**config.mk**
```make
export PLATFORM = sky130hd
export DESIGN_NAME = memory_arbiter
export DESIGN_NICKNAME = d
export VERILOG_FILES = /design/src/rtl/memory_arbiter.sv
export SDC_FILE = /design/constraint.sdc
export NUM_CORES = 1
export LEC_CHECK = 0
export CAP_MARGIN = 10
export CELL_PAD_IN_SITES_DETAIL_PLACEMENT = 0
export CELL_PAD_IN_SITES_GLOBAL_PLACEMENT = 1
export CORE_UTILIZATION = 29
export DETAILED_ROUTE_END_ITERATION = 8
export HOLD_SLACK_MARGIN = 0.08
export PLACE_DENSITY_LB_ADDON = 0.12
export RECOVER_POWER = 25
export SYNTH_ARGS = -nofsm -noshare
export SYNTH_HDL_FRONTEND = slang
export SYNTH_SLANG_ARGS = --single-unit
```
**constraint.sdc**
```tcl
create_clock -name clock -period 1.9 [get_ports clock]
set_input_delay 0.285 -clock clock [delete_from_list [all_inputs] [get_ports clock]]
set_output_delay 0.285 -clock clock [all_outputs]
set_load 0.02 [all_outputs]
```
**src/rtl/memory_arbiter.sv**
```systemverilog
// memory_arbiter: shares one memory array between the control unit (cu) and
// the program loader/debug port (ld). Accesses are serialized under a
// round-robin grant, held for WAIT_STATES extra cycles, and finished with a
// one-cycle done pulse to the owning port.
//
// state  | meaning
// IDLE   | no access in flight; arbitrate requests on the next edge
// ACCESS | memory enabled with latched we/addr/wdata, counting wait states
// DONE   | completion pulse to the owner, captured read data visible
module memory_arbiter #(
  parameter int ADDR_WIDTH  = 16,
  parameter int DATA_WIDTH  = 8,
  parameter int WAIT_STATES = 2
) (
  input  logic                  clock,
  input  logic                  reset,

  input  logic                  cu_req,
  input  logic                  cu_we,
  input  logic [ADDR_WIDTH-1:0] cu_addr,
  input  logic [DATA_WIDTH-1:0] cu_wdata,
  output logic                  cu_done,

  input  logic                  ld_req,
  input  logic                  ld_we,
  input  logic [ADDR_WIDTH-1:0] ld_addr,
  input  logic [DATA_WIDTH-1:0] ld_wdata,
  output logic                  ld_done,

  output logic [DATA_WIDTH-1:0] rdata,
  output logic                  busy,
  output logic                  owner,

  output logic                  mem_en,
  output logic                  mem_we,
  output logic [ADDR_WIDTH-1:0] mem_addr,
  output logic [DATA_WIDTH-1:0] mem_wdata,
  input  logic [DATA_WIDTH-1:0] mem_rdata
);

  typedef enum logic [1:0] {
    ST_IDLE   = 2'd0,
    ST_ACCESS = 2'd1,
    ST_DONE   = 2'd2
  } state_t;

  // A 3-bit down-counter covers the whole legal wait-state range of 0..7.
  localparam int                CNT_W    = 3;
  localparam logic [CNT_W-1:0]  CNT_LOAD = CNT_W'(WAIT_STATES);

  state_t           state;
  state_t           state_nxt;
  logic [CNT_W-1:0] wait_cnt;
  logic             lat_we;

  logic             grant_en;
  logic             grant_port;
  logic             cnt_dec;
  logic             rd_capture;

  // Round-robin pick: a lone request wins outright, a tie goes to the port
  // that did not own the memory last.
  always_comb begin
    grant_port = owner;
    if (cu_req && ld_req) begin
      grant_port = ~owner;
    end else if (cu_req) begin
      grant_port = 1'b0;
    end else if (ld_req) begin
      grant_port = 1'b1;
    end
  end

  // Next-state and datapath controls; requests only matter while idle.
  always_comb begin
    state_nxt  = state;
    grant_en   = 1'b0;
    cnt_dec    = 1'b0;
    rd_capture = 1'b0;
    unique case (state)
      ST_IDLE: begin
        if (cu_req || ld_req) begin
          grant_en  = 1'b1;
          state_nxt = ST_ACCESS;
        end
      end
      ST_ACCESS: begin
        if (wait_cnt != '0) begin
          cnt_dec = 1'b1;
        end else begin
          rd_capture = ~lat_we;
          state_nxt  = ST_DONE;
        end
      end
      ST_DONE: begin
        state_nxt = ST_IDLE;
      end
      default: begin
        state_nxt = ST_IDLE;
      end
    endcase
  end

  // State register.
  always_ff @(posedge clock or negedge reset) begin
    if (!reset) begin
      state <= ST_IDLE;
    end else begin
      state <= state_nxt;
    end
  end

  // Grant latch: the winner's command is frozen here so later changes on the
  // requester side cannot disturb an access in flight.
  always_ff @(posedge clock or negedge reset) begin
    if (!reset) begin
      owner     <= 1'b1;
      lat_we    <= 1'b0;
      mem_addr  <= '0;
      mem_wdata <= '0;
    end else if (grant_en) begin
      owner     <= grant_port;
      lat_we    <= grant_port ? ld_we    : cu_we;
      mem_addr  <= grant_port ? ld_addr  : cu_addr;
      mem_wdata <= grant_port ? ld_wdata : cu_wdata;
    end
  end

  // Wait-state down-counter, loaded on grant and terminated at zero.
  always_ff @(posedge clock or negedge reset) begin
    if (!reset) begin
      wait_cnt <= '0;
    end else if (grant_en) begin
      wait_cnt <= CNT_LOAD;
    end else if (cnt_dec) begin
      wait_cnt <= wait_cnt - 1'b1;
    end
  end

  // Read data register; writes leave the last read value in place.
  always_ff @(posedge clock or negedge reset) begin
    if (!reset) begin
      rdata <= '0;
    end else if (rd_capture) begin
      rdata <= mem_rdata;
    end
  end

  // Outputs decoded purely from registered state, never from the requests.
  always_comb begin
    mem_en  = (state == ST_ACCESS);
    mem_we  = (state == ST_ACCESS) && lat_we;
    busy    = (state != ST_IDLE);
    cu_done = (state == ST_DONE) && !owner;
    ld_done = (state == ST_DONE) &&  owner;
  end

endmodule

```
# [Word level (Yosys, flattened, before mapping)]
# Index checks and enable logic that the tools add are counted.
# Widths: inputs -> output; s select.
[word_totals] elab_cells=42 ff_bits=39 out_inout_bits=38
[classes] n_bitwise=2 reduce_logical=11 n_addsub=1 muxes=17 n_eq_ne=4
[ops] op="$mux 16" count=1
[ops] op="$mux 1" count=10
[ops] op="$mux 8" count=1
[ops] op="$mux 3" count=2
[ops] op="$logic_and 1x1->1" count=4
[ops] op="$mux 2" count=2
[ops] op="$ne 2x2->1 const B" count=2
[ops] op="$pmux 2 s2" count=1
[ops] op="$reduce_bool 2->1" count=2
[ops] op="$reduce_bool 3->1" count=1
[ops] op="$sub 3x1->3 const B" count=1
[ops] op="$eq 2x1->1 const B" count=1
[ops] op="$eq 2x2->1 const B" count=1
[ops] op="$logic_not 2->1" count=1
[ops] op="$not 1->1" count=2
[ops] op="$reduce_and 2->1" count=1
[ops] op="$logic_not 1->1" count=1
[ops] op="$logic_or 1x1->1" count=1

# [Depth between registers and ports, before layout]
# Gate-level depths: netlist of run 1.
[depth] word_depth=5 depth_mapped=6 depth_no_buf=5

# [Least setup slack after synthesis of run 1]
# Ideal clock, no wire load.
[synth_timing] path_kind="reg-to-reg" startpoint="register wait_cnt[0]" endpoint="register rdata[0]" required_time_ns=1.775 synth_period_minus_slack_ns=1.489 path_slack_ns=0.411 arrival_time_ns=1.364 path_stages_with_launch=6 path_cell_list="dfrtp_1 -> inv_1 -> ha_1 -> nand2b_1 -> nor3_4 -> mux2_2"
[synth_via] elab_chain_cells=3
[synth_lines] element="from (decl)" line_no="53" rtl="logic [CNT_W-1:0] wait_cnt;"
[synth_lines] element="from (signal assigned)" line_no="136" rtl="wait_cnt <= wait_cnt - 1'b1;"
[synth_lines] element="$reduce_bool 3->1" line_no="88" rtl="if (wait_cnt != '0) begin"
[synth_lines] element="$mux 1" line_no="88"
[synth_lines] element="$mux 1" line_no="80" rtl="unique case (state)"
[synth_lines] element="to (signal assigned)" line_no="145" rtl="rdata <= mem_rdata;"
[synth_lines] element="to (decl)" line_no="30" rtl="output logic [DATA_WIDTH-1:0] rdata,"
# No other way between the ends.
# A chain may end at the register's enable or synchronous reset.

# [Worst setup path after layout of run 1]
[layout_timing] startpoint="register state[0]" endpoint="output port busy"
[layout_via] elab_chain_cells=1
[layout_lines] element="from (decl)" line_no="51" rtl="state_t state;"
[layout_lines] element="from (signal assigned)" line_no="109" rtl="state <= state_nxt;"
[layout_lines] element="$reduce_bool 2->1" line_no="153" rtl="busy = (state != ST_IDLE);"
[layout_lines] element="to (decl)" line_no="31" rtl="output logic busy,"
# No other way between the ends.

==> results of run 1 <==
[worst max-delay path, delay by kind of cell, from the launching register on]
family                 cells  cell delay, ns
buffers and inverters      2            0.60
DFF                        1            0.46
and+or+nand+nor            1            0.17
[per-stage QoR]
step | instance area, µm² | worst slack, ns
after floorplan | 1988 | 0.4107
after global placement | 3064 | 0.1710
final | 3193 | 0.08657
after CTS | 3188 | 0.003317
after detailed placement | 3064 | 0.1459
after global routing | 3193 | 0.009310
[cells by family (layout without fill, tap and decap cells)]
kind of cell,count (synthesis),after routing,share of synthesized area
buffers and inverters,23,122,0.06041
flip-flops,39,39,0.4915
multiplexers,9,9,0.05098
AND/OR/NAND/NOR,46,46,0.1341
adder cells (fa/ha/maj),2,2,0.01258
AO/OA/AOI/OAI,80,80,0.2505
[routing by layer]
metal / wire length, µm / part of all wire
met1: 2730 / 0.46
met5: 0 / 0
met4: 70 / 0.012
met2: 2822 / 0.47
met3: 343 / 0.057
[report_power, final]
group	internal (mW)	total (mW)	switching (mW)	leakage (nW)
Combinational	1.44	3.04	1.60	0.768
Sequential	1.27	1.54	0.275	0.444
Clock	0.425	0.727	0.302	0.0612
[cells in the mapped netlist, types with 2 or more instances]
cell      instances  area [µm²]
dfrtp_1          38       950.9
a21oi_1          27       135.1
nand3_1          26       130.1
o21ai_0          24       120.1
a31oi_1          15       93.84
a31oi_2          10       125.1
mux2_2            9       101.4
buf_2             6       30.03
clkbuf_1          6       22.52
inv_1             5       18.77
buf_6             3       33.78
clkbuf_2          3       15.01
nor2_1            3       11.26
o21ai_1           3       15.01
and2_1            2       12.51
ha_1              2       25.02
nand2_1           2       7.510
nand2b_1          2       12.51
[flip-flops by register name (all words and copies together) (netlist names)]
| register | flops |
|---|---|
| mem_addr | 16 |
| mem_wdata | 8 |
| wait_cnt | 3 |
| lat_we | 1 |
| owner | 1 |
| state | 2 |
| rdata | 8 |
[worst max path at each step]
stage | cells past startpoint | endpoint
after global placement | 4 | mem_wdata[5]
final | 3 | busy
after CTS | 3 | busy
after global routing | 3 | busy
after floorplan | 5 | rdata[0]
after detailed placement | 4 | mem_addr[3]
[layout by cell type (no fill, tap or decap), types with 5 or more instances in the layout]
cell | synthesis | layout
inv_1 | 5 | 5
dfrtp_1 | 38 | 38
mux2_2 | 9 | 9
a31oi_2 | 10 | 10
a21oi_1 | 27 | 27
a31oi_1 | 15 | 15
nand3_1 | 26 | 26
buf_4 | 0 | 6
o21ai_0 | 24 | 24
clkdlybuf4s50_1 | 0 | 94
clkbuf_8 | 0 | 6
[cell type report]
type	count	share of cell area
timing repair buffer	109	0.3397
tap	77	0.03017
clock inverter	2	0.01097
clock buffer	6	0.02586
sequential	39	0.3060
multi-input combinational	137	0.2813
inverter	5	0.005878
[timing repair]
action	in CTS	in global routing
hold buffers	1	0
gates resized for setup	3	2
pin swaps	0	0
setup endpoints to repair	3	2
hold endpoints to repair	38	0
setup buffers	0	0
==> metrics.yaml, run 1 <==
outcome: "finished, violations left"
violations: "DRC"
port_buffers: 99
r2r_end: "rdata[0]"
synth_edf_count: 0
drc: 7
cts_root_buf: "clkbuf_8"
start_util: 0.3061
antenna_found_initial: 0
syn-num-nets: 263
cpPeakStageDelay_ns: 0.54
ir_worst_vdd_v: 0.0006007
ys_seq_area_frac: 0.4915
layout-drive-gt1-share: 0.1477
r2r_slack_ns: 0.26
hold_violations: 0
dieWidth_um: 84.80
use_met3: 0.05211
avgViaCountPerCell: 5.072
hold_class: "flop to flop"
slew_headroom: 0.3311
first_pass_iters: 9
path_clk_slew_ns: 0.08
worstPathArrival_ns: 1.53
min_period_over_period: 0.9544
setup_viol: 0
grt_pass1_vias: 2007
first_iter_violations: 66
critPathMaxFanout: 4
met1_usage: 0.2214
post-route-util: 0.4916
r2r_cells: 5
worstPathRequired_ns: 1.62
synth_ff_type: "dfrtp_1"
static-leakage-power_nw: 1.273
cp-startpoint: "state[0]"
routabilityCongestion: 0.7375
timing.rr.start: "wait_cnt[0]"
clk_latency_ns: 0.29
grt_max_degree: 40
ys.warnings.count: 0
row_count: 29
cts_max_path_buffers: 2
coreArea_mm2: 0.006495
routedWlPerCell_um: 15.91
holdPathEnd: "wait_cnt[1]"
crit_type: "flop to output pin"
syn_area_mm2: 0.001988
syn2layout_area_growth_pct: 60.60
drt-total-wl_um: 5966
fin_setup_tns_ns: 0
cts_tree: "yes"
numCtsBuffers: 5
clock_sink_count: 39
crit_path_start_kind: "flop"
cp_cell_sequence: "nor2_4, inv_1, clkdlybuf4s50_1"
register_area_um2: 977.2
end_kind: "output pin"
syn_inst: 199
hold_start: "wait_cnt[1]"
grt_overflow_total: 0
grtUsageTotal: 0.1751
diodes: 0
powerDensity_mw_per_mm2: 1663
fin_cells: 375
synth_area_per_cell_um2: 9.991
skew_ns: 0.006309
top_usage_layer: "met2"
ys_types: 31
power_mw: 5.310
slowest_stage: "clkdlybuf4s50_1"
ios: 100
hold_path_depth: 1
dp_cells: 366
die_y_um: 84.80
max_clock_freq_mhz: 551.4
postRouteAntennaNets: 0
dieArea_mm2: 0.007191
layout.nets: 361
htree_levels: 2
vias: 1902
maxCapViolCount: 0
hpwl_um: 4111
ys_ff_latch: 39
finalMaxSlewViolations: 0
synthArstFlopShare: 1.000
use_met2: 0.2890
rsz0062_at_grt: "false"
grt_pass1_wl_um: 9742
tightest_slew_ns: 1.003
fin_crit_ns: 1.813
fillerInstances: 621
multi_input_area_um2: 898.4
hold_ws_ns: 0.5010
No activity file was read; power rests on OpenSTA's default activity.
==> run 2, diff against run 1 <==
- HOLD_SLACK_MARGIN: 0.08 -> 0.03
==> run 2 against run 1 <==
  * The flow still finishes with violations (DRC)
  * Register-to-register slack hardly changed
  * Sequential share of layout area increased by 0.096 points
  * Global-route usage unchanged
  * Largest cell class unchanged
  * Highest routed layer unchanged
  * Critical path depth is the same
  * Non-clock buffer count decreased by 1
  * Die area did not move
  * Sequential power about the same
  * Clock power is essentially flat
  * Via count decreased by 0.11%
  * Final area decreased by 0.31%
  * Maximum frequency did not move
==> metrics.yaml, run 2 (synthesis gave the netlist of run 1 again) <==
p_seq_frac: 0.291
setup_viol: 0
ios: 100
cts_tree: "yes"
fillerInstances: 622
postRouteAntennaNets: 0
cts_root_buf: "clkbuf_8"
combinationalPowerShare: 0.572
syn2layout_area_growth_pct: 60.10
fin_cells: 374
grt_pass1_vias: 2007
htree_levels: 2
fin_setup_tns_ns: 0
dieWidth_um: 84.80
timing.rr.start: "wait_cnt[0]"
clock_sink_count: 39
tightest_slew_ns: 1.003
slew_headroom: 0.3311
drc: 7
coreArea_mm2: 0.006495
worstPathArrival_ns: 1.53
diodes: 0
register_area_um2: 977.2
layout-drive-gt1-share: 0.1481
final_common_cell: "clkdlybuf4s50_1"
max_clock_freq_mhz: 551.4
start_util: 0.3061
min_period_over_period: 0.9544
powerDensity_mw_per_mm2: 1668
hold_violations: 0
dp_slack_ns: 0.1459
static-leakage-power_nw: 1.269
violations: "DRC"
clkPwrFrac: 0.137
die_y_um: 84.80
layout_common_cells: "clkdlybuf4s50_1 (94), dfrtp_1 (38), a21oi_1 (27)"
finalMaxSlewViolations: 0
skew_ns: 0.006309
end_kind: "output pin"
dp_cells: 366
first_iter_violations: 70
routedWlPerCell_um: 15.94
cts_setup_buffers: 0
row_count: 29
top_regs: "mem_addr: 16 flops, mem_wdata: 8 flops, rdata: 8 flops"
routabilityCongestion: 0.7375
rsz0062_at_grt: "false"
ir_worst_vdd_v: 0.0006007
multi_input_area_um2: 898.4
largest_register: "mem_addr"
crit_type: "flop to output pin"
path_clk_slew_ns: 0.08
port_buffers: 99
crit_path_start_kind: "flop"
critPathMaxFanout: 4
worstPathRequired_ns: 1.62
maxCapViolCount: 0
r2r_slack_ns: 0.26
outcome: "finished, violations left"
grt_pass1_wl_um: 9742
hpwl_um: 4111
cts_max_path_buffers: 2
grt_max_degree: 40
numCtsBuffers: 5
setup_slack_ns: 0.08657
hold_ws_ns: 0.2340
grt_overflow_total: 0
antenna_found_initial: 0
hold_class: "primary input to async pin"
layout.nets: 360
swShare: 0.4099
dieArea_mm2: 0.007191
drt-total-wl_um: 5962
vias: 1900
postCtsHoldBufs: 0
p_sw_mw: 2.176
largest_reg_flops: 16
avgViaCountPerCell: 5.080
grtUsageTotal: 0.1751
fin_crit_ns: 1.813
p_int_mw: 3.132
cp-startpoint: "state[0]"
clk_latency_ns: 0.29
first_pass_iters: 8
run 2: path summary, 6_finish.rpt:
check,to,cells past startpoint
min in group clock,wait_cnt[1],1
min,wait_cnt[2],2
max,busy,3
max in group asynchronous,mem_addr[2],2
max reg2reg,rdata[0],5
min reg2reg,wait_cnt[1],1
run 2: area by class of cell:
| cell class | count | area share |
|---|---|---|
| Clock buffer | 6 | 0.02594 |
| Clock inverter | 2 | 0.01101 |
| Inverter | 5 | 0.005896 |
| Multi-Input combinational cell | 137 | 0.2822 |
| Sequential cell | 39 | 0.3070 |
| Tap cell | 77 | 0.03027 |
| Timing Repair Buffer | 108 | 0.3377 |
run 2: worst max-delay path, cell delays in order (launching register included):
cell and delay (ns):
dfrtp_1 0.46, nor2_4 0.17, inv_1 0.06, clkdlybuf4s50_1 0.54
run 2: layer usage:
| layer | global-route usage | up-vias | part of all wire |
|---|---|---|---|
| li1 | - | 925 | - |
| met1 | 0.2214 | 900 | 0.46 |
| met2 | 0.2890 | 69 | 0.47 |
| met3 | 0.05211 | 6 | 0.057 |
| met4 | 0.05393 | 0 | 0.012 |
| met5 | 0 | - | 0 |
run 2: timing repair:
action,in CTS,in global routing
pin swaps,0,0
endpoints found under the setup margin,3,2
endpoints found under the hold margin,0,0
gates cloned,0,0
gates resized for setup,3,2
run 2: stage by stage:
| step | util | power, mW | instance area, µm² |
|---|---|---|---|
| 4_1_cts | 0.4893 | 5.360 | 3178 |
| 3_3_place_gp | 0.4718 | 4.639 | 3064 |
| 6_report | 0.4901 | 5.308 | 3183 |
| 2_1_floorplan | - | 3.305 | 1988 |
| 3_5_place_dp | 0.4718 | 4.651 | 3064 |
| 5_1_grt | 0.4901 | 5.696 | 3183 |
run 2: power groups by stage:
stage	sequential (mW)	clock [mW]	combinational [mW]
final	1.54	0.727	3.04
after global routing	1.60	0.784	3.31
after CTS	1.54	0.745	3.07
after detailed placement	1.55	0	3.10
after global placement	1.54	0	3.10
after floorplan	1.95	0	1.35
==> run 3, diff against run 2 <==
- clock period: 1.9 -> 1.78 ns (I/O delays scaled with it)
==> run 3 against run 2 <==
  * The flow still finishes with violations (DRC)
  * Core utilization grew 0.66 points
  * Worst hold slack gained 0.26 ns
  * Cell count grew 1.6%
  * Sequential power grew 7%
  * Critical path depth grew 1
  * Sequential cell count is the same
  * Die area is the same
  * Combinational power grew 8.9%
  * Via count grew 0.79%
  * Clock skew grew 0.0022 ns
  * Clock-buffer cell count grew 1
  * Sequential share of layout area shrank 0.40 points
  * Largest power group unchanged
==> metrics.yaml, run 3 (synthesis gave the netlist of run 1 again) <==
use_met2: 0.3001
worstPathRequired_ns: 1.51
static-leakage-power_nw: 1.277
holdPathEnd: "wait_cnt[1]"
top_usage_layer: "met2"
start_util: 0.3061
hpwl_um: 4196
maxCapViolCount: 0
grt_pass1_vias: 1941
hold_path_depth: 1
vias: 1915
max_clock_freq_mhz: 593.3
violations: "DRC"
first_iter_violations: 89
clock_sink_count: 39
first_pass_iters: 9
routedWlPerCell_um: 15.47
skew_ns: 0.008491
grt_max_degree: 26
ios: 100
cts_max_path_buffers: 2
swShare: 0.4164
setup_viol: 0
ir_worst_vdd_v: 0.0006294
dieWidth_um: 84.80
largest_register: "mem_addr"
drc: 7
syn2layout_area_growth_pct: 62.24
cts_root_buf: "clkbuf_8"
p_seq_frac: 0.295
htree_levels: 2
numCtsBuffers: 5
outcome: "finished, violations left"
postRouteAntennaNets: 0
r2r_end: "rdata[0]"
finalMaxSlewViolations: 0
drt-total-wl_um: 5880
min_period_over_period: 0.9469
die_y_um: 84.80
layout_common_cells: "clkdlybuf4s50_1 (92), dfrtp_1 (38), a21oi_1 (27)"
combinationalPowerShare: 0.594
end_kind: "output pin"
top_regs: "mem_addr: 16 flops, mem_wdata: 8 flops, rdata: 8 flops"
timing.rr.start: "wait_cnt[0]"
fin_cells: 380
dp_cells: 370
p_int_mw: 3.254
layout-drive-gt1-share: 0.1551
clkPwrFrac: 0.111
hold_class: "flop to flop"
hold_start: "wait_cnt[1]"
antenna_found_initial: 0
clk_latency_ns: 0.29
met1_usage: 0.2004
multi_input_area_um2: 898.4
cts_tree: "yes"
dieArea_mm2: 0.007191
tightest_slew_ns: 1.141
path_clk_slew_ns: 0.08
coreArea_mm2: 0.006495
r2r_cells: 6
dpl-instance-area_mm2: 0.003107
crit_type: "flop to output pin"
crit_path_start_kind: "flop"
avgViaCountPerCell: 5.039
worstPathArrival_ns: 1.42
critPathMaxFanout: 4
r2r_slack_ns: 0.15
largest_reg_flops: 16
row_count: 29
final_common_cell: "clkdlybuf4s50_1"
slew_headroom: 0.2393
register_area_um2: 977.2
hold_violations: 0
layout.nets: 366
grt_overflow_total: 0
grt_pass1_wl_um: 9439
use_met3: 0.04228
fillerInstances: 598
fin_crit_ns: 1.686
port_buffers: 99
grtUsageTotal: 0.1680
design_area_mm2: 0.003226
routabilityCongestion: 0.8240
diodes: 0
p_sw_mw: 2.321
powerDensity_mw_per_mm2: 1728
## run 3: cell count changes in the layout (fill, tap and decap cells not counted)
cell / before / now
dlygate4sd2_1: 3 / 5
clkbuf_2: 1 / 0
clkbuf_1: 0 / 2
bufinv_16: 1 / 0
clkdlybuf4s15_1: 0 / 1
buf_12: 2 / 4
clkdlybuf4s50_1: 94 / 92
buf_2: 1 / 0
dlymetal6s2s_1: 1 / 0
buf_4: 6 / 10
dlygate4sd3_1: 0 / 1
## run 3: per-stage QoR
| stage | hold slack (ns) | total power [mW] | TNS (ns) | worst slack [ns] | util |
|---|---|---|---|---|---|
| final | 0.4919 | 5.575 | 0 | 0.09448 | 0.4966 |
| after global routing | 0.5179 | 5.977 | -0.007607 | -0.007607 | 0.4966 |
| after CTS | 0.4753 | 5.617 | 0 | 0.07130 | 0.4935 |
| after detailed placement | 0.2540 | 5.017 | 0 | 0.06300 | 0.4783 |
| after global placement | 0.2607 | 5.003 | 0 | 0.07342 | 0.4783 |
| after floorplan | -0.02859 | 3.528 | 0 | 0.2907 | - |
## run 3: cell type report
type,instances,area share
tap,77,0.02987
multi-input combinational,137,0.2785
clock buffer,7,0.02676
inverter,5,0.005818
sequential,39,0.3029
timing repair buffer,114,0.3545
clock inverter,1,0.001552
## run 3: how the worst max path moves through the flow
stage | from | to | slack, ns | cells after the start
2_1_floorplan | wait_cnt[0] | rdata[0] | 0.29 | 5
3_3_place_gp | ld_req | mem_addr[1] | 0.07 | 4
3_5_place_dp | ld_req | mem_addr[2] | 0.06 | 4
4_1_cts | state[1] | mem_we | 0.07 | 4
5_1_grt | state[1] | mem_we | -0.008 | 4
6_report | state[1] | mem_we | 0.09 | 4
## run 3: power groups by stage
stage          Clock, mW  Combinational, mW  Sequential (mW)
6_report           0.620               3.31             1.65
5_1_grt            0.666               3.60             1.72
4_1_cts            0.644               3.32             1.65
3_5_place_dp           0               3.36             1.66
3_3_place_gp           0               3.36             1.65
2_1_floorplan          0               1.44             2.09
## run 3: repair_timing
item,4_1_cts,5_1_grt
hold buffers,1,0
hold endpoints to repair,18,0
buffers inserted,0,1
pin swaps,0,1
gates resized for setup,7,1
endpoints found under the setup margin,6,3
## run 3: per-layer routing
metal	vias to the layer above	routed length [µm]
li1	935	-
met1	910	2582
met2	65	2914
met3	5	342
met4	0	41
met5	-	0
## run 3: worst max-delay path, cell delays in order (launching register included)
cell and delay, ns:
dfrtp_1 0.43, nand2b_4 0.16, inv_1 0.10, and2_1 0.14, clkdlybuf4s15_1 0.31
